**config.mk**
```make
export PLATFORM = sky130hd
export DESIGN_NAME = dsp_muladd_arbiter_flat
export DESIGN_NICKNAME = d
export VERILOG_FILES = /design/src/rtl/dsp_muladd_arbiter_if.sv /design/src/rtl/dsp_muladd_arbiter.sv /design/src/flat_wrapper.sv
export SDC_FILE = /design/constraint.sdc
export NUM_CORES = 1
export LEC_CHECK = 0
export ABC_AREA = 1
export CORE_MARGIN = 4
export CORE_UTILIZATION = 39
export CTS_CLUSTER_DIAMETER = 40
export DETAILED_ROUTE_END_ITERATION = 8
export GPL_ROUTABILITY_DRIVEN = 0
export GPL_TIMING_DRIVEN = 0
export PLACE_DENSITY_LB_ADDON = 0.08
export SLEW_MARGIN = 5
export SYNTH_ARGS = -nofsm -noshare
export SYNTH_HDL_FRONTEND = slang
export SYNTH_SLANG_ARGS = --single-unit
```
**constraint.sdc**
```tcl
create_clock -name clock -period 3.2 [get_ports clock]
set_input_delay 0.8 -clock clock [delete_from_list [all_inputs] [get_ports clock]]
set_output_delay 0.8 -clock clock [all_outputs]
set_load 0.02 [all_outputs]
```
**src/rtl/dsp_muladd_arbiter_if.sv**
```systemverilog
// ----------------------------------------------------------------------------
// dsp_muladd_arbiter_if
// Bundles the requester handshake, the response return and the link to the
// shared multiply-add unit into one interface.
//   slave  : seen by the arbiter (takes requests and dsp_y, drives the rest)
//   master : seen by the environment (clients plus the shared DSP unit)
// Signals:
//   req_valid/req_ready [N]   per-requester handshake
//   req_a/req_b/req_c  [N*W]  operands, requester i at [i*W +: W]
//   dsp_a/dsp_b/dsp_c  [W]    operands to the shared unit, dsp_en its enable
//   dsp_y              [W]    result from the shared unit
//   rsp_valid [N], rsp_y [W]  one-cycle result strobe and data
//   busy                      any operation in flight
// ----------------------------------------------------------------------------
interface dsp_muladd_arbiter_if #(
  parameter int N = 4,
  parameter int W = 8
);
  logic [N-1:0]   req_valid;
  logic [N-1:0]   req_ready;
  logic [N*W-1:0] req_a;
  logic [N*W-1:0] req_b;
  logic [N*W-1:0] req_c;
  logic [W-1:0]   dsp_a;
  logic [W-1:0]   dsp_b;
  logic [W-1:0]   dsp_c;
  logic           dsp_en;
  logic [W-1:0]   dsp_y;
  logic [N-1:0]   rsp_valid;
  logic [W-1:0]   rsp_y;
  logic           busy;

  modport slave (
    input  req_valid, req_a, req_b, req_c, dsp_y,
    output req_ready, dsp_a, dsp_b, dsp_c, dsp_en, rsp_valid, rsp_y, busy
  );

  modport master (
    output req_valid, req_a, req_b, req_c, dsp_y,
    input  req_ready, dsp_a, dsp_b, dsp_c, dsp_en, rsp_valid, rsp_y, busy
  );
endinterface

```
**src/rtl/dsp_muladd_arbiter.sv**
```systemverilog
// ----------------------------------------------------------------------------
// dsp_muladd_arbiter
// Round-robin scheduler sharing one pipelined multiply-add unit
// (y = a*b + c, W-bit wrap) among N requesters. One operation is issued per
// cycle; a tag pipe of LATENCY+1 stages follows each operation through the
// unit so its result can be steered back to the requester that issued it.
// Ports:
//   clock   : rising-edge clock
//   reset   : synchronous, active-low reset
//   io_bus  : dsp_muladd_arbiter_if.slave (requests, DSP link, responses)
// ----------------------------------------------------------------------------
module dsp_muladd_arbiter #(
  parameter int N       = 4,
  parameter int W       = 8,
  parameter int LATENCY = 2,
  parameter int MAX_OUT = 4
) (
  input  logic                  clock,
  input  logic                  reset,
  dsp_muladd_arbiter_if.slave   io_bus
);
  localparam int TW = (N > 1) ? $clog2(N) : 1;
  localparam int CW = $clog2(MAX_OUT + 1);

  logic [TW-1:0]  r_ptr;
  logic [CW-1:0]  r_cnt [N];
  logic [LATENCY:0] r_tv;
  logic [TW-1:0]  r_tag [LATENCY+1];
  logic [W-1:0]   r_dsp_a;
  logic [W-1:0]   r_dsp_b;
  logic [W-1:0]   r_dsp_c;
  logic [N-1:0]   r_rsp_valid;
  logic [W-1:0]   r_rsp_y;

  logic [N-1:0]   w_elig;
  logic           w_gnt_vld;
  logic [TW-1:0]  w_gnt_idx;
  logic [TW-1:0]  w_cand;
  logic           w_fire;
  logic           w_ret_vld;
  logic [TW-1:0]  w_ret_idx;

  function automatic logic [N-1:0] f_onehot(input logic [TW-1:0] idx);
    logic [N-1:0] v;
    v      = '0;
    v[idx] = 1'b1;
    return v;
  endfunction

  // Eligibility: valid request and room for another in-flight operation.
  always_comb begin
    w_elig = '0;
    for (int i = 0; i < N; i++) begin
      w_elig[i] = io_bus.req_valid[i] && (r_cnt[i] < CW'(MAX_OUT));
    end
  end

  // Round-robin search starting just after the last granted requester.
  always_comb begin
    w_gnt_vld = 1'b0;
    w_gnt_idx = '0;
    w_cand    = '0;
    for (int k = 1; k <= N; k++) begin
      w_cand = TW'((int'(r_ptr) + k) % N);
      if (!w_gnt_vld && w_elig[w_cand]) begin
        w_gnt_vld = 1'b1;
        w_gnt_idx = w_cand;
      end else begin
        w_gnt_idx = w_gnt_idx;
      end
    end
  end

  // No accepts while reset is held, so nothing enters the pipe.
  assign w_fire    = w_gnt_vld & reset;
  assign w_ret_vld = r_tv[LATENCY];
  assign w_ret_idx = r_tag[LATENCY];

  // Operand capture, tag pipe, RR pointer and response register.
  always_ff @(posedge clock) begin
    if (!reset) begin
      r_ptr       <= TW'(N - 1);
      r_tv        <= '0;
      r_dsp_a     <= '0;
      r_dsp_b     <= '0;
      r_dsp_c     <= '0;
      r_rsp_valid <= '0;
      r_rsp_y     <= '0;
      for (int s = 0; s <= LATENCY; s++) begin
        r_tag[s] <= '0;
      end
    end else begin
      if (w_fire) begin
        r_dsp_a <= io_bus.req_a[w_gnt_idx*W +: W];
        r_dsp_b <= io_bus.req_b[w_gnt_idx*W +: W];
        r_dsp_c <= io_bus.req_c[w_gnt_idx*W +: W];
        r_ptr   <= w_gnt_idx;
      end
      // Stage s lines up with the operation issued s cycles ago, so stage
      // LATENCY is valid in the same cycle its result sits on dsp_y.
      r_tv     <= {r_tv[LATENCY-1:0], w_fire};
      r_tag[0] <= w_gnt_idx;
      for (int s = 1; s <= LATENCY; s++) begin
        r_tag[s] <= r_tag[s-1];
      end
      r_rsp_valid <= w_ret_vld ? f_onehot(w_ret_idx) : '0;
      r_rsp_y     <= io_bus.dsp_y;
    end
  end

  // Per-requester outstanding counters: +1 on accept, -1 as the response
  // strobe is registered; both at once leaves the count unchanged.
  always_ff @(posedge clock) begin
    for (int i = 0; i < N; i++) begin
      if (!reset) begin
        r_cnt[i] <= '0;
      end else begin
        case ({w_fire && (w_gnt_idx == TW'(i)), w_ret_vld && (w_ret_idx == TW'(i))})
          2'b10:   r_cnt[i] <= r_cnt[i] + CW'(1);
          2'b01:   r_cnt[i] <= r_cnt[i] - CW'(1);
          default: r_cnt[i] <= r_cnt[i];
        endcase
      end
    end
  end

  assign io_bus.req_ready = w_fire ? f_onehot(w_gnt_idx) : '0;
  assign io_bus.dsp_a     = r_dsp_a;
  assign io_bus.dsp_b     = r_dsp_b;
  assign io_bus.dsp_c     = r_dsp_c;
  // The shared pipeline never stalls; it only stops during reset.
  assign io_bus.dsp_en    = reset;
  assign io_bus.rsp_valid = r_rsp_valid;
  assign io_bus.rsp_y     = r_rsp_y;
  assign io_bus.busy      = (|r_tv) | (|r_rsp_valid);
endmodule

```
**src/flat_wrapper.sv**
```systemverilog
// flat-port wrapper written by rule: the top's interface ports become plain ports
module dsp_muladd_arbiter_flat 
#(
  parameter int N       = 4,
  parameter int W       = 8,
  parameter int LATENCY = 2,
  parameter int MAX_OUT = 4
)
  (clock, reset, io_bus_req_valid, io_bus_req_a, io_bus_req_b, io_bus_req_c, io_bus_dsp_y, io_bus_req_ready, io_bus_dsp_a, io_bus_dsp_b, io_bus_dsp_c, io_bus_dsp_en, io_bus_rsp_valid, io_bus_rsp_y, io_bus_busy);
  dsp_muladd_arbiter_if #(.N(N), .W(W)) io_bus_i ();
  input  logic clock;
  input  logic reset;
  input wire logic [$bits(io_bus_i.req_valid)-1:0] io_bus_req_valid;
  input wire logic [$bits(io_bus_i.req_a)-1:0] io_bus_req_a;
  input wire logic [$bits(io_bus_i.req_b)-1:0] io_bus_req_b;
  input wire logic [$bits(io_bus_i.req_c)-1:0] io_bus_req_c;
  input wire logic [$bits(io_bus_i.dsp_y)-1:0] io_bus_dsp_y;
  output wire logic [$bits(io_bus_i.req_ready)-1:0] io_bus_req_ready;
  output wire logic [$bits(io_bus_i.dsp_a)-1:0] io_bus_dsp_a;
  output wire logic [$bits(io_bus_i.dsp_b)-1:0] io_bus_dsp_b;
  output wire logic [$bits(io_bus_i.dsp_c)-1:0] io_bus_dsp_c;
  output wire logic [$bits(io_bus_i.dsp_en)-1:0] io_bus_dsp_en;
  output wire logic [$bits(io_bus_i.rsp_valid)-1:0] io_bus_rsp_valid;
  output wire logic [$bits(io_bus_i.rsp_y)-1:0] io_bus_rsp_y;
  output wire logic [$bits(io_bus_i.busy)-1:0] io_bus_busy;
  assign io_bus_i.req_valid = io_bus_req_valid;
  assign io_bus_i.req_a = io_bus_req_a;
  assign io_bus_i.req_b = io_bus_req_b;
  assign io_bus_i.req_c = io_bus_req_c;
  assign io_bus_i.dsp_y = io_bus_dsp_y;
  assign io_bus_req_ready = io_bus_i.req_ready;
  assign io_bus_dsp_a = io_bus_i.dsp_a;
  assign io_bus_dsp_b = io_bus_i.dsp_b;
  assign io_bus_dsp_c = io_bus_i.dsp_c;
  assign io_bus_dsp_en = io_bus_i.dsp_en;
  assign io_bus_rsp_valid = io_bus_i.rsp_valid;
  assign io_bus_rsp_y = io_bus_i.rsp_y;
  assign io_bus_busy = io_bus_i.busy;
  dsp_muladd_arbiter #(.N(N), .W(W), .LATENCY(LATENCY), .MAX_OUT(MAX_OUT)) u_core (.clock(clock), .reset(reset), .io_bus(io_bus_i));
endmodule
```
Word level (Yosys, flattened, before mapping) --
Memories as Yosys holds them, arrays and structs flattened. Cells that the tools add are included.
Word-level totals: bits in registers 41, latch bits 0, RAM bits 18, bits in read-only memories 0, input bits 110, memories 2
Cells by class: add/subtract/negate cells 12, multipliers 0, divide/modulo/power cells 0, $lt $le $gt $ge 12, eq/ne operators 14, shift operators 3, mux-type cells 74, bitwise gates (word level) 17, reductions and logical operators 29
Memories:
- u_core.r_cnt | depth 4, width 3, rd ports 4, clocked after Yosys merged registers in 0, wr ports 4, RTL line dsp_muladd_arbiter.sv:26 | logic [CW-1:0] r_cnt [N];
- u_core.r_tag | depth 3, width 2, rd ports 3, clocked after Yosys merged registers in 0, wr ports 3, RTL line dsp_muladd_arbiter.sv:28 | logic [TW-1:0] r_tag [LATENCY+1];
Operators with widths (count):
- 32-bit by 6-bit variable part select with 8-bit output | 3
- 1-bit two-way mux | 48
- 3-bit two-way mux | 12
- 2-bit by 3-bit < comparator with 1-bit output, second input constant | 6
- 1-bit logical AND | 17
- 2-bit equality test, second input constant | 8
- 1-bit bitwise OR | 16
- 2-bit two-way mux | 7
- 3-bit by 1-bit adder with 3-bit output, second input constant | 4
- 2-bit by 1-bit equality test with 1-bit output, second input constant | 6
- 3-bit < comparator, second input constant | 4
- 3-bit by 1-bit subtractor with 3-bit output, second input constant | 4
- 1-bit binary-select mux with 2-bit select | 4
- 2-bit OR reduction | 4
- 2-bit by 1-bit adder with 2-bit output, second input constant | 2
- 2-bit adder, second input constant | 2
- 1-bit demux with 2-bit select | 2
- 2-bit by 1-bit greater-or-equal comparator with 1-bit output, second input constant | 2
- 2-bit zero test | 2
- 4-bit two-way mux | 1
- 4-bit OR reduction | 1
- 1-bit zero test | 3
- 3-bit OR reduction | 1
- 2-bit AND reduction | 1
- 1-bit AND | 1

Logic depth before layout (Yosys ltp) --
Gate-level depths: netlist (run 1).
depth in word-level cells 23, mapped depth 18, depth with buffers taken out 18

Least setup slack after synthesis (run 1) --
No wires, ideal clock.
path kind in2reg, start point input port reset, end point memory u_core.r_cnt[2][0] (netlist bit), enable pin, library setup time 0.344 ns, data arrival time 2.725 ns, data required time 2.856 ns, slack 0.131 ns, stages 11, path buffers 1, cells stage by stage clkbuf_1 -> clkinv_1 -> nor2_2 -> and2_1 -> nand2_1 -> inv_1 -> ha_1 -> o21ai_0 -> nand2_1 -> inv_1 -> o21ai_0
RTL lines:
- from (decl) | RTL line flat_wrapper.sv:12 | input logic reset;
- to (decl) | RTL line dsp_muladd_arbiter.sv:26

Worst setup path after layout (run 1) --
start point input port io_bus_req_valid[2], end point output port io_bus_req_ready[0]
On the way: longest elaborated chain between the ends 18, elaborated cells between the ends (all ways) 30
Ends and longest elaborated chain:
- from (decl) | RTL line flat_wrapper.sv:13 | input wire logic [$bits(io_bus_i.req_valid)-1:0] io_bus_req_valid;
- 1-bit logical AND * | RTL line dsp_muladd_arbiter.sv:54 | w_elig[i] = io_bus.req_valid[i] && (r_cnt[i] < CW'(MAX_OUT));
- 1-bit binary-select mux with 2-bit select | RTL line dsp_muladd_arbiter.sv:65 | if (!w_gnt_vld && w_elig[w_cand]) begin
- 1-bit two-way mux (not written as such) | RTL line dsp_muladd_arbiter.sv:65
- 1-bit two-way mux | RTL line dsp_muladd_arbiter.sv:65
- 1-bit zero test | RTL line dsp_muladd_arbiter.sv:65
- 1-bit logical AND | RTL line dsp_muladd_arbiter.sv:65
- 1-bit two-way mux | RTL line dsp_muladd_arbiter.sv:65
- 1-bit zero test | RTL line dsp_muladd_arbiter.sv:65
- [2 not listed]
- 1-bit zero test | RTL line dsp_muladd_arbiter.sv:65
- 1-bit logical AND | RTL line dsp_muladd_arbiter.sv:65
- 2-bit two-way mux | RTL line dsp_muladd_arbiter.sv:65
- 2-bit by 3-bit < comparator with 1-bit output (not written as such) / 2-bit by 1-bit greater-or-equal comparator with 1-bit output (equally long branches) | RTL line dsp_muladd_arbiter.sv:46 | v[idx] = 1'b1;
- 1-bit logical AND (not written as such) | RTL line dsp_muladd_arbiter.sv:46
- 1-bit two-way mux (not written as such) | RTL line dsp_muladd_arbiter.sv:46
- 1-bit demux with 2-bit select
- 4-bit two-way mux * | RTL line dsp_muladd_arbiter.sv:127 | assign io_bus.req_ready = w_fire ? f_onehot(w_gnt_idx) : '0;
- to (decl) | RTL line flat_wrapper.sv:18 | output wire logic [$bits(io_bus_i.req_ready)-1:0] io_bus_req_ready;
Mark *: on every way between the ends. The rest lies on a longest branch, timed or not. The select of a mux whose other input is x is not followed.

==> results of run 1 <==
-- metal layers --
layer  vias to the layer above  wire length (um)
met1                      1804              4910
met4                         0               210
met3                        19              1080
li1                       2064                 -
met5                         -                 0
met2                       156              5680
-- critical path, delay by kind of cell --
family,cells,cell delay [ps]
and+or+nand+nor,8,880
buffers and inverters,5,640
-- logic make-up (layout without fill, tap and decap cells) --
logic type / after synthesis / count (layout) / synth area share
and+or+nand+nor: 333 / 333 / 0.411
buffers and inverters: 113 / 290 / 0.136
DFF: 59 / 59 / 0.356
AOI/OAI and AO/OA: 19 / 19 / 0.0274
adders and majority gates: 15 / 15 / 0.0534
xor gates and xnor gates: 7 / 7 / 0.0168
-- power groups by stage --
stage	Sequential (mW)	Combinational [mW]	Clock [mW]
after floorplan	1.24	2.02	0
after global placement	1.10	3.13	0
after detailed placement	1.11	3.18	0
after CTS	1.10	3.43	0.761
after global routing	1.13	3.96	0.801
final	1.11	3.57	0.744
-- sequential cells by signal, indices dropped and copies added, names as in the netlist --
| signal | flops |
|---|---|
| u_core.io_bus.dsp_b | 8 |
| u_core.r_ptr | 2 |
| u_core.r_cnt | 12 |
| u_core.io_bus.dsp_c | 8 |
| u_core.io_bus.dsp_a | 8 |
| u_core.r_tag | 6 |
| u_core.io_bus.rsp_valid | 4 |
| u_core.io_bus.rsp_y | 8 |
| u_core.r_tv | 3 |
-- synthesized netlist by cell type, drive strengths merged (2+ instances only) --
| library cell | n | area share |
|---|---|---|
| a21oi | 5 | 0.0068 |
| buf | 25 | 0.045 |
| clkbuf | 2 | 0.0021 |
| dfxtp | 47 | 0.26 |
| edfxtp | 12 | 0.099 |
| ha | 14 | 0.048 |
| inv | 85 | 0.088 |
| nand2 | 177 | 0.19 |
| nand3 | 127 | 0.18 |
| nand4 | 2 | 0.0034 |
| nor2 | 15 | 0.018 |
| nor3 | 7 | 0.0096 |
| nor4 | 2 | 0.0075 |
| o21ai | 12 | 0.016 |
| xnor2 | 4 | 0.0096 |
| xor2 | 3 | 0.0072 |
-- metrics by stage --
step | power, mW | setup TNS (ps)
global route | 5.90 | -72.4
CTS | 5.30 | 0
floorplan | 3.26 | 0
detailed placement | 4.29 | -12880
finish | 5.43 | 0
global placement | 4.24 | -11200
-- placed cells by master, fill, tap and decap left out, types with 3 or more instances in the layout --
master,synthesis,routed
edfxtp_1,12,12
nor3_1,7,6
buf_2,14,13
clkinv_4,0,3
dfxtp_1,47,45
nand3_2,3,8
clkdlybuf4s50_1,0,142
nand3_1,124,117
nor2_1,11,10
nand2_1,169,162
ha_1,14,14
xnor2_1,4,4
nor2_2,4,4
a21oi_1,5,5
buf_4,6,19
o21ai_0,12,10
inv_1,83,82
nand2_4,1,4
nand2_2,7,11
buf_6,4,4
clkbuf_8,0,9
xor2_1,3,3
-- final cells by class --
type	count	area (sq um)
Clock inverter	6	70.1
Fill cell	875	3470
Tap cell	111	139
Multi-Input combinational cell	374	1960
Sequential cell	59	1300
Timing Repair Buffer	162	1580
Clock buffer	10	149
Buffer	26	180
Inverter	86	334
-- worst min-delay path by stage --
stage               depth (start not counted)  slack [ps]                           from                            end
CTS                                         2         420  u_core.r_tag[0][2]$_SDFF_PN0_  u_core.r_tag[0][4]$_SDFF_PN0_
detailed placement                          2         400  u_core.r_tag[0][2]$_SDFF_PN0_  u_core.r_tag[0][4]$_SDFF_PN0_
finish                                      2         420  u_core.r_tag[0][2]$_SDFF_PN0_  u_core.r_tag[0][4]$_SDFF_PN0_
floorplan                                   2         390  u_core.r_tag[0][0]$_SDFF_PN0_  u_core.r_tag[0][2]$_SDFF_PN0_
global route                                2         440  u_core.r_tag[0][0]$_SDFF_PN0_  u_core.r_tag[0][2]$_SDFF_PN0_
global placement                            2         390  u_core.r_tag[0][0]$_SDFF_PN0_  u_core.r_tag[0][2]$_SDFF_PN0_
-- what timing repair did --
item | in CTS | in global routing
setup buffers | 11 | 1
setup endpoints to repair | 18 | 12
pin swaps | 8 | 6
gates resized for setup | 50 | 20
==> impl_metrics.yaml, run 1 <==
floorplanning:
  core.rowCount: 35
  dieArea_sq_mm: 0.0110
  ioPinCount: 152
  fp.dieW_um: 105
  die_y_um: 105
  coreArea_sq_mm: 0.00920
  initial_core_util: 0.398
timing:
  worst_clock_skew_ps: 5.17
  relSlewSlack: 0.644
  setup_viol: 0
  hold_slack_ps: 416
  setup_slack_ps: 78.7
  max_freq_mhz: 320
  period_needed_ps: 3120
  min_period_over_period: 0.975
  timing.final.hold_violations: 0
  rsz0062_at_grt: "yes"
  slew_viol_final: 0
  tightest_slew_ps: 533
logic_synthesis:
  synth_fp_nets: 671
  ys.flop_type: "dfxtp_1"
  yosys_warnings: 0
  synth_cells: 546
  yosysSeqAreaShare: 0.356
  netlist_area_sq_mm: 0.00366
  syn_area_per_cell_sq_um: 6.70
  synth_cell_types: 33
  synthArstFlopShare: 0
  ys_seq_elements: 59
  synth-edff-count: 12
global_routing:
  grt_pass1_wl_um: 19000
  top_usage_layer: "met2"
  gr-total-overflow: 0
  use_met2: 0.350
  gr-usage-all-layers: 0.213
  grt_max_degree: 13
  use_met1: 0.255
  use_met3: 0.0741
  grt_pass1_vias: 4042
  antenna_found_initial: 0
power_and_ir_drop:
  p_leak_nw: 2.80
  combPwrFrac: 0.658
  seqPwrFrac: 0.204
  internal-power_mw: 2.86
  clock_power_share: 0.137
  switching_share: 0.473
  p_per_area_mw_per_mm2: 948
  ir_worst_vdd_v: 0.000535
  power.switching_mw: 2.57
placed_design:
  io_buffer_count: 150
  place_hpwl_um: 8960
  dp.cells: 807
  placed_cell_area_sq_mm: 0.00530
  dp_worst_setup_slack_ps: -909
worst_setup_path:
  cp_slowest_cell: "dlygate4sd2_1"
  crit_path_start_kind: "input pin"
  path_cells: "dlygate4sd2_1, nand3_2, nand3_1, nand2_4, nand2_2, nor2_2, nand3_2, nand2_4, buf_12, inv_8, nand2_2, inv_1, buf_2"
  r2r-start: "u_core.r_ptr[0]$_SDFFE_PN1P_"
  regToRegSetupSlack_ps: 250
  slowest_delay_ps: 260
  critPathLaunch: "io_bus_req_valid[2]"
  crit_path_end: "io_bus_req_ready[0]"
  cp_max_fo: 4
  crit_arrival_ps: 2320
  required_ps: 2400
  path_class: "in -> out"
  ff2ff_path_depth: 16
  r2r-end: "u_core.r_cnt[3][2]$_DFFE_PP_"
  end_kind: "primary output"
routing:
  ant_nets: 0
  drt_pass1_iterations: 5
  vias: 4043
  wire_per_inst_um: 14.2
  first_iter_violations: 213
  post-route-drc-count: 0
  viasPerCell: 4.85
  wl_um: 11900
clock_tree:
  insertion_delay_ps: 340
  cts_tree: "done"
  cts_made_buffers: 9
  root_buffer: "clkbuf_8"
  cts.sinks: 59
  clk_pin_slew_ps: 70
  clk_path_buf_depth: 2
  htree_num_levels: 3
  ctsHoldBuffers: 0
final_layout:
  layout.cells.non_filler: 834
  final_util: 0.622
  final_nets: 843
  layout-drive-gt1-share: 0.136
  syn_to_final_growth_pct: 56.6
  design_area_sq_mm: 0.00572
  diodes: 0
hold_path:
  hp-class: "reg -> reg"
flow_run:
  drv_cap: 0
outcome:
  status: "finished clean"
(Power assumes the default switching activity.)
==> inputs of run 2 (changes only) <==
Settings changed: CTS_CLUSTER_SIZE set to 28.
==> results of run 2 <==
Final layout, timing and power as in run 1 (identical DEF).
==> inputs of run 3 (changes only) <==
Settings changed: ABC_CLOCK_PERIOD_IN_PS set to 3200, SLEW_MARGIN 5 to 20.
==> results of run 3 <==
Final layout, timing and power as in run 1 (identical DEF).
